--- config.mk ---
export PLATFORM = sky130hd
export DESIGN_NAME = uart_rx_fifo
export DESIGN_NICKNAME = d
export VERILOG_FILES = /design/src/rtl/uart_rx_fifo.sv
export SDC_FILE = /design/constraint.sdc
export NUM_CORES = 1
export LEC_CHECK = 0
export BUFFER_PORTS_ARGS = -buffer_cell sky130_fd_sc_hd__buf_2
export CAP_MARGIN = 20
export CORE_AREA = 2 2 83 85
export CTS_BUF_LIST = sky130_fd_sc_hd__clkbuf_8
export DETAILED_ROUTE_END_ITERATION = 10
export DIE_AREA = 0 0 85 87
export PLACE_DENSITY = 0.75
export SYNTH_ARGS = -nofsm -noshare
export SYNTH_HDL_FRONTEND = slang
export SYNTH_SLANG_ARGS = --single-unit
--- constraint.sdc ---
create_clock -name clk -period 3.9 [get_ports clk]
set_input_delay 0.78 -clock clk [delete_from_list [all_inputs] [get_ports clk]]
set_output_delay 0.78 -clock clk [all_outputs]
set_load 0.01 [all_outputs]
--- src/rtl/uart_rx_fifo.sv ---
// UART receiver with glitch-rejecting start detection, configurable frame format,
// per-character error flags and a valid/ready output FIFO.

module uart_rx_fifo #(
   parameter int CLK_RATE   = 25000000,
   parameter int BAUD_RATE  = 115200,
   parameter int DATA_BITS  = 8,
   parameter int PARITY     = 0,
   parameter int STOP_BITS  = 1,
   parameter int FIFO_DEPTH = 4
) (
   input  logic                          clk,
   input  logic                          reset_n,
   input  logic                          ser_rx,
   output logic [DATA_BITS-1:0]          out_data,
   output logic                          out_parity_err,
   output logic                          out_frame_err,
   output logic                          out_break,
   output logic                          out_valid,
   input  logic                          out_ready,
   output logic [$clog2(FIFO_DEPTH):0]   fifo_level,
   output logic                          overflow,
   input  logic                          clr_overflow,
   output logic                          busy
);

   localparam int DIV     = CLK_RATE / BAUD_RATE;
   localparam int HALF    = DIV / 2;
   localparam int CNT_W   = $clog2(DIV);
   localparam int BIT_W   = $clog2(DATA_BITS);
   localparam int PTR_W   = $clog2(FIFO_DEPTH);
   localparam int ENTRY_W = DATA_BITS + 3;

   localparam logic [CNT_W-1:0] HALF_M1   = CNT_W'(HALF - 1);
   localparam logic [CNT_W-1:0] DIV_M1    = CNT_W'(DIV - 1);
   localparam logic [CNT_W-1:0] CNT_ONE   = CNT_W'(1);
   localparam logic [BIT_W-1:0] BIT_LAST  = BIT_W'(DATA_BITS - 1);
   localparam logic [BIT_W-1:0] BIT_ONE   = BIT_W'(1);
   localparam logic             STOP_LAST = (STOP_BITS == 2) ? 1'b1 : 1'b0;
   localparam logic             PAR_ODD   = (PARITY == 1) ? 1'b1 : 1'b0;
   localparam logic [PTR_W:0]   PTR_ONE   = (PTR_W+1)'(1);
   localparam logic [PTR_W:0]   DEPTH_L   = (PTR_W+1)'(FIFO_DEPTH);

   typedef enum logic [2:0] {
      IDLE,
      START,
      DATA,
      PAR,
      STOP
   } state_t;

   logic                 sync1_q;
   logic                 sync2_q;
   logic                 armed_q;
   state_t               state_q;
   logic [CNT_W-1:0]     cnt_q;
   logic [BIT_W-1:0]     bitCnt_q;
   logic                 stopCnt_q;
   logic [DATA_BITS-1:0] shift_q;
   logic                 parBit_q;
   logic                 parErr_q;
   logic                 frameErr_q;
   logic                 busy_q;

   logic                 rxBit;
   logic                 tick;
   logic                 lastStop;
   logic                 frameErrNow;
   logic                 breakNow;
   logic [ENTRY_W-1:0]   pushEntry;

   logic [ENTRY_W-1:0]   mem_q [FIFO_DEPTH];
   logic [PTR_W:0]       wrPtr_q;
   logic [PTR_W:0]       rdPtr_q;
   logic [PTR_W:0]       wrPtr_d;
   logic [PTR_W:0]       rdPtr_d;
   logic                 overflow_q;
   logic                 overflow_d;
   logic [PTR_W:0]       level;
   logic                 empty;
   logic                 full;
   logic                 pop;
   logic                 push;
   logic [ENTRY_W-1:0]   headEntry;

   always_ff @(posedge clk or negedge reset_n) begin
      if (!reset_n) begin
         sync1_q <= 1'b1;
         sync2_q <= 1'b1;
      end else begin
         sync1_q <= ser_rx;
         sync2_q <= sync1_q;
      end
   end

   assign rxBit    = sync2_q;
   assign tick     = (cnt_q == '0);
   assign lastStop = (state_q == STOP) && tick && (stopCnt_q == STOP_LAST);

   assign frameErrNow = frameErr_q | ~rxBit;
   assign breakNow    = frameErrNow & (shift_q == '0) & ~parBit_q;
   assign pushEntry   = {shift_q, parErr_q, frameErrNow, breakNow};

   // armed_q remembers that the line has been high since the last start, so a
   // line held low after a break cannot launch another frame.
   always_ff @(posedge clk or negedge reset_n) begin
      if (!reset_n) begin
         state_q    <= IDLE;
         armed_q    <= 1'b0;
         cnt_q      <= '0;
         bitCnt_q   <= '0;
         stopCnt_q  <= 1'b0;
         shift_q    <= '0;
         parBit_q   <= 1'b0;
         parErr_q   <= 1'b0;
         frameErr_q <= 1'b0;
         busy_q     <= 1'b0;
      end else begin
         if (rxBit) begin
            armed_q <= 1'b1;
         end
         if (!tick) begin
            cnt_q <= cnt_q - CNT_ONE;
         end
         case (state_q)
            IDLE: begin
               if (armed_q && !rxBit) begin
                  state_q    <= START;
                  armed_q    <= 1'b0;
                  cnt_q      <= HALF_M1;
                  bitCnt_q   <= '0;
                  stopCnt_q  <= 1'b0;
                  parBit_q   <= 1'b0;
                  parErr_q   <= 1'b0;
                  frameErr_q <= 1'b0;
                  busy_q     <= 1'b1;
               end
            end
            START: begin
               if (tick) begin
                  if (rxBit) begin
                     state_q <= IDLE;
                     busy_q  <= 1'b0;
                  end else begin
                     state_q <= DATA;
                     cnt_q   <= DIV_M1;
                  end
               end
            end
            DATA: begin
               if (tick) begin
                  shift_q <= {rxBit, shift_q[DATA_BITS-1:1]};
                  cnt_q   <= DIV_M1;
                  if (bitCnt_q == BIT_LAST) begin
                     state_q <= (PARITY != 0) ? PAR : STOP;
                  end else begin
                     bitCnt_q <= bitCnt_q + BIT_ONE;
                  end
               end
            end
            PAR: begin
               if (tick) begin
                  parBit_q <= rxBit;
                  parErr_q <= (((^shift_q) ^ rxBit) != PAR_ODD);
                  cnt_q    <= DIV_M1;
                  state_q  <= STOP;
               end
            end
            STOP: begin
               if (tick) begin
                  if (!rxBit) begin
                     frameErr_q <= 1'b1;
                  end
                  cnt_q <= DIV_M1;
                  if (stopCnt_q == STOP_LAST) begin
                     state_q <= IDLE;
                     busy_q  <= 1'b0;
                  end else begin
                     stopCnt_q <= 1'b1;
                  end
               end
            end
            default: begin
               state_q <= IDLE;
               busy_q  <= 1'b0;
            end
         endcase
      end
   end

   assign level = wrPtr_q - rdPtr_q;
   assign empty = (level == '0);
   assign full  = (level == DEPTH_L);

   // A push into a full FIFO still succeeds when the head is retired in the same cycle.
   always_comb begin
      pop        = ~empty & out_ready;
      push       = lastStop & (~full | pop);
      wrPtr_d    = wrPtr_q;
      rdPtr_d    = rdPtr_q;
      overflow_d = overflow_q;
      if (push) begin
         wrPtr_d = wrPtr_q + PTR_ONE;
      end
      if (pop) begin
         rdPtr_d = rdPtr_q + PTR_ONE;
      end
      if (lastStop && full && !pop) begin
         overflow_d = 1'b1;
      end else if (clr_overflow) begin
         overflow_d = 1'b0;
      end
   end

   always_ff @(posedge clk or negedge reset_n) begin
      if (!reset_n) begin
         wrPtr_q    <= '0;
         rdPtr_q    <= '0;
         overflow_q <= 1'b0;
      end else begin
         wrPtr_q    <= wrPtr_d;
         rdPtr_q    <= rdPtr_d;
         overflow_q <= overflow_d;
      end
   end

   always_ff @(posedge clk) begin
      if (push) begin
         mem_q[wrPtr_q[PTR_W-1:0]] <= pushEntry;
      end
   end

   assign headEntry = empty ? '0 : mem_q[rdPtr_q[PTR_W-1:0]];

   assign out_data       = headEntry[ENTRY_W-1:3];
   assign out_parity_err = headEntry[2];
   assign out_frame_err  = headEntry[1];
   assign out_break      = headEntry[0];
   assign out_valid      = ~empty;
   assign fifo_level     = level;
   assign overflow       = overflow_q;
   assign busy           = busy_q;

endmodule

## Word-level counts from Yosys, hierarchy flattened

Memory sizes are Yosys's and may differ from the RTL's.
Cells that the tools add are included.
Widths: inputs -> output; s select.

| operators by class | value |
|---|---|
| add/subtract/negate cells | 5 |
| equality and inequality tests | 16 |
| mux-type cells | 44 |
| bitwise operators | 13 |
| reduce and logical (&&, ||, !) cells | 25 |

Operators by type and width:

| kind | count |
|---|---|
| $mux 8 | 5 |
| $mux 3 | 10 |
| $pmux 8 s3 | 1 |
| $ne 2x2->1 const B | 10 |
| $mux 1 | 19 |
| $logic_not 8->1 | 2 |
| $pmux 3 s5 | 1 |
| $mux 11 | 1 |
| $add 3x1->3 const B | 3 |
| $eq 3x3->1 const B | 3 |
| $pmux 1 s2 | 4 |
| $reduce_and 4->1 | 2 |
| $reduce_bool 2->1 | 4 |
| $reduce_xor 8->1 | 1 |
| $sub 8x1->8 const B | 1 |
| $reduce_and 7->1 | 1 |
| $eq 3x2->1 const B | 2 |
| $logic_not 3->1 | 2 |
| $not 1->1 | 6 |
| $pmux 3 s2 | 1 |
| $reduce_and 3->1 | 2 |
| $reduce_and 6->1 | 1 |
| $logic_and 1x1->1 | 5 |
| $and 1x1->1 | 4 |
| other kinds (10) | 12 |

| storage, ports and cells | value |
|---|---|
| bits in registers | 37 |
| memory bits (writable) | 44 |
| bits of input ports | 5 |
| output and inout port bits | 17 |
| logic and storage cells | 119 |
| memories kept | 1 |

Memory list:

| name | depth | bits a word | read ports | clocked after Yosys merged registers in | wr ports | line | source |
|---|---|---|---|---|---|---|---|
| mem_q | 4 | 11 | 1 | 0 | 1 | 72 | `logic [ENTRY_W-1:0] mem_q [FIFO_DEPTH];` |

## Longest topological paths before layout

| logic depth | value |
|---|---|
| word-level depth | 8 |
| gate-level depth with buffers | 9 |
| mapped depth without buffers | 9 |

## Worst setup path before layout

No wires, ideal clock.

| timing path | value |
|---|---|
| path kind | register to output |
| from | reg wrPtr_q[0] |
| to | out out_data[0] |
| arrival | 2.089 ns |
| data required time | 3.120 ns |
| setup slack | 1.031 ns |
| stages on the path, launching flop included | 8 |
| buffers on the path | 1 |
| cell sequence | dfrtp_1 inv_1 ha_1 fa_1 xor3_1 or3_1 clkbuf_1 and2_1 |

| between the ends | value |
|---|---|
| word-level cells in the longest chain between the ends | 3 |

RTL lines:

| what | line | source |
|---|---|---|
| from (decl) | 73 | `logic [PTR_W:0] wrPtr_q;` |
| from (signal assigned) | 221 | `wrPtr_q <= wrPtr_d;` |
| $sub 3x3->3 | 191 | `assign level = wrPtr_q - rdPtr_q;` |
| named net fifo_level[2] | 21 | `output logic [$clog2(FIFO_DEPTH):0] fifo_level,` |
| $logic_not 3->1 | 192 | `assign empty = (level == '0);` |
| $mux 11 | 233 | `assign headEntry = empty ? '0 : mem_q[rdPtr_q[PTR_W-1:0]];` |
| to (decl) | 15 | `output logic [DATA_BITS-1:0] out_data,` |

The timed path passes the listed nets, and every way through them passes these cells.

## Worst setup path after layout

| timing path | value |
|---|---|
| from | reg rdPtr_q[1] |
| to | out out_data[6] |

| between the ends | value |
|---|---|
| word-level cells in the longest chain between the ends | 3 |
| elaborated cells between the ends (all ways) | 4 |
| those cells by class | 1 x add/sub; 1 x mux; 1 x reduce/logical; 1 x memory |

RTL lines:

| what | line | source |
|---|---|---|
| from (decl) | 74 | `logic [PTR_W:0] rdPtr_q;` |
| from (signal assigned) | 222 | `rdPtr_q <= rdPtr_d;` |
| $sub 3x3->3 | 191 |  |
| $logic_not 3->1 | 192 |  |
| $mux 11 (*) | 233 |  |

Every way passes the cells marked *; elsewhere a longest branch is shown, timed or not.

==> reports/qor.txt <==
DR pass1 iterations = 4
1st-iter DRT viols = 149
synthesis-to-layout area growth = 9.59%
leak pwr = 1.66 nW
flops & latches, synth = 80
flop-to-flop setup slack = 1040 ps
max-cap viol count = 0
final net count = 315
Mapped Area = 3730 sq um
Required @ worst endpoint = 3120 ps
ant diodes = 0
Clock transition at path regs = 80 ps
CP Launch Type = register
setup_tns = 0 ps
ANT nets after route = 0
initial antenna violation count = 0
crit path to = out_data[6]
post-CTS setup buffers = 0
number of synthesized flops with an enable pin = 44
async set-reset flop share out of synthesis = 45.0%
Final period util = 87.6%
largest net degree at the start of global routing = 37
HPWL Detailed = 4230 um
initial core utilization = 56.8%
worst path arrival time = 2640 ps
drc violations = 0
mean post-synth cell area = 13.7 sq um
commonest register cell after synthesis = edfxtp_1
GRT Total Usage = 18.9%
placed insts = 364
layout cells sized above 1 = 20.3%
latest clock arrival within the worst-skew pair = 350 ps
Row Count = 30
final core utilization = 62.2%
Syn Inst Count = 273
final period demand of the worst path = 3420 ps
unrepaired setup endpoints after global routing = no
WS Path Type = reg -> out
final wirelength = 6330 um
Core Box Area = 6570 sq um
reg-to-reg endpoint = mem_q[1][8]$_DFFE_PP_
TritonCTS Buffers = 9
Net Count, Synth = 293
num ports = 22
maximum fanout along the worst path = 14
first-pass GRT wire length = 10400 um
Worst Reg-to-Reg Cells = 4
Die ar. = 7400 sq um
Final Setup Violations = 0
hold crit path type = reg -> reg
Hold Violations, Final = 0
Slew @ Worst Pin = 809 ps
post-synthesis sequential area ratio = 59.6%
CTS tree = built
Worst slew margin = 46.0%
status = completed
clk_skew = 7.77 ps
Yosys warning count = 0
port bufs = 21
vias per cell = 5.69
Post-CTS Resized = 0
Worst Setup End Kind = output pin
GP Congestion = 0.795
clk buf depth = 2
Die Wd = 85 um
vias in the first global route = 2070
PwrDens = 598 nW/um^2
routed length per instance = 16.6 um
CTS Hold Bufs = 0
Peak Freq = 0.293 GHz
Clock Root Buffer = clkbuf_8
Final Non-Filler Cells = 380
H-tree levels = 3
vias = 2162
Critical Path Start = rdPtr_q[1]$_DFFE_PN0P_
Netlist cell types = 48
Slew Viols, Final = 0
worst r2r src = rdPtr_q[1]$_DFFE_PN0P_
peak supply drop = 0.333 mV
clock sinks = 80
Die Span Y = 87 um
power consumption = 0.00244 W
GRT Residual Overflow = 0
Filler Cell Count = 514
worst max-delay path, stage by stage, from the launching register on:
cell,delay (ps)
dfrtp_1,630
fa_1,510
xor3_1,280
or3_1,520
and2_1,210
buf_2,130
layer usage:
metal | vias to the layer above | global-route usage (%) | part of all wire [%]
met5 | - | 0 | 0
met4 | 0 | 8.51 | 1.6
met3 | 9 | 4.45 | 3.2
met2 | 26 | 30.3 | 48
met1 | 1086 | 24.8 | 47
li1 | 1041 | - | -
per-stage QoR:
step | worst slack [ps] | instance area [sq um] | hold slack (ps)
floorplan | 1030 | 3730 | 345
global placement | 921 | 3900 | 346
detailed placement | 856 | 3900 | 347
CTS | 445 | 4090 | 363
global route | 326 | 4090 | 365
finish | 483 | 4090 | 361
cells by family (layout without fill, tap and decap cells):
| logic type | after synthesis | count (layout) | synth area share [%] |
|---|---|---|---|
| xor gates and xnor gates | 12 | 12 | 3.42 |
| adders and majority gates | 15 | 15 | 5.23 |
| buffers and inverters | 29 | 56 | 3.02 |
| AOI/OAI and AO/OA | 32 | 32 | 5.97 |
| DFF | 80 | 80 | 59.6 |
| muxes | 27 | 27 | 11.0 |
| and+or+nand+nor | 78 | 78 | 11.7 |
cell usage in the layout (no fill, tap or decap), drive strengths merged, types with 4 or more instances in the layout:
cell type,n
edfxtp,44
dfrtp,34
buf,22
inv,20
nand2,17
and2,16
mux2i,15
ha,14
mux4,11
o21ai,10
nor2,9
clkbuf,9
xnor2,8
nand3,6
nand2b,6
a21oi,5
nor4,4
o31ai,4
Yosys cell counts (all sizes together), types with 5 or more instances:
cell type  number  share of area, %
clkbuf          8              0.81
inv            18               1.8
nand2b          6               1.0
mux4           11               6.6
nor2            9              0.91
ha             14               4.7
edfxtp         44                35
mux2i          15               4.0
xnor2           8               1.9
and2           16               2.9
dfrtp          34                23
a21oi           5              0.67
o21ai          10               1.3
nand2          17               1.7
nand3           6              0.81
layout make-up:
cell class | instances | area [sq um] | share of cell area, %
clock buffer | 9 | 124 | 3.03
clock inverter | 7 | 66.3 | 1.62
inverter | 18 | 67.6 | 1.65
multi-input combinational | 164 | 1390 | 34.1
sequential | 80 | 2220 | 54.4
tap | 80 | 100 | 2.45
timing repair buffer | 22 | 113 | 2.75
report_power, final:
part	internal, W	total (W)	switching (W)
Combinational	0.000412	0.000797	0.000385
Clock	0.000242	0.000561	0.000319
Sequential	0.000958	0.00109	0.000129
Total	0.00161	0.00244	0.000833
worst min path at each step:
stage / startpoint / endpoint / slack [ps] / depth (start not counted)
6_report: sync1_q$_DFF_PN1_ / rxBit$_DFF_PN1_ / 360 / 0
5_1_grt: sync1_q$_DFF_PN1_ / rxBit$_DFF_PN1_ / 360 / 0
4_1_cts: sync1_q$_DFF_PN1_ / rxBit$_DFF_PN1_ / 360 / 0
3_5_place_dp: sync1_q$_DFF_PN1_ / rxBit$_DFF_PN1_ / 350 / 0
3_3_place_gp: sync1_q$_DFF_PN1_ / rxBit$_DFF_PN1_ / 350 / 0
2_1_floorplan: sync1_q$_DFF_PN1_ / rxBit$_DFF_PN1_ / 350 / 0
registers in the layout, summed over array words and instances (netlist names):
signal / count
overflow: 1
mem_q: 44
parErr_q: 1
bitCnt_q: 3
armed_q: 1
busy: 1
rxBit: 1
shift_q: 8
cnt_q: 8
frameErr_q: 1
rdPtr_q: 3
wrPtr_q: 3
parBit_q: 1
state_q: 3
sync1_q: 1
Power figures use the tool's default switching activity.
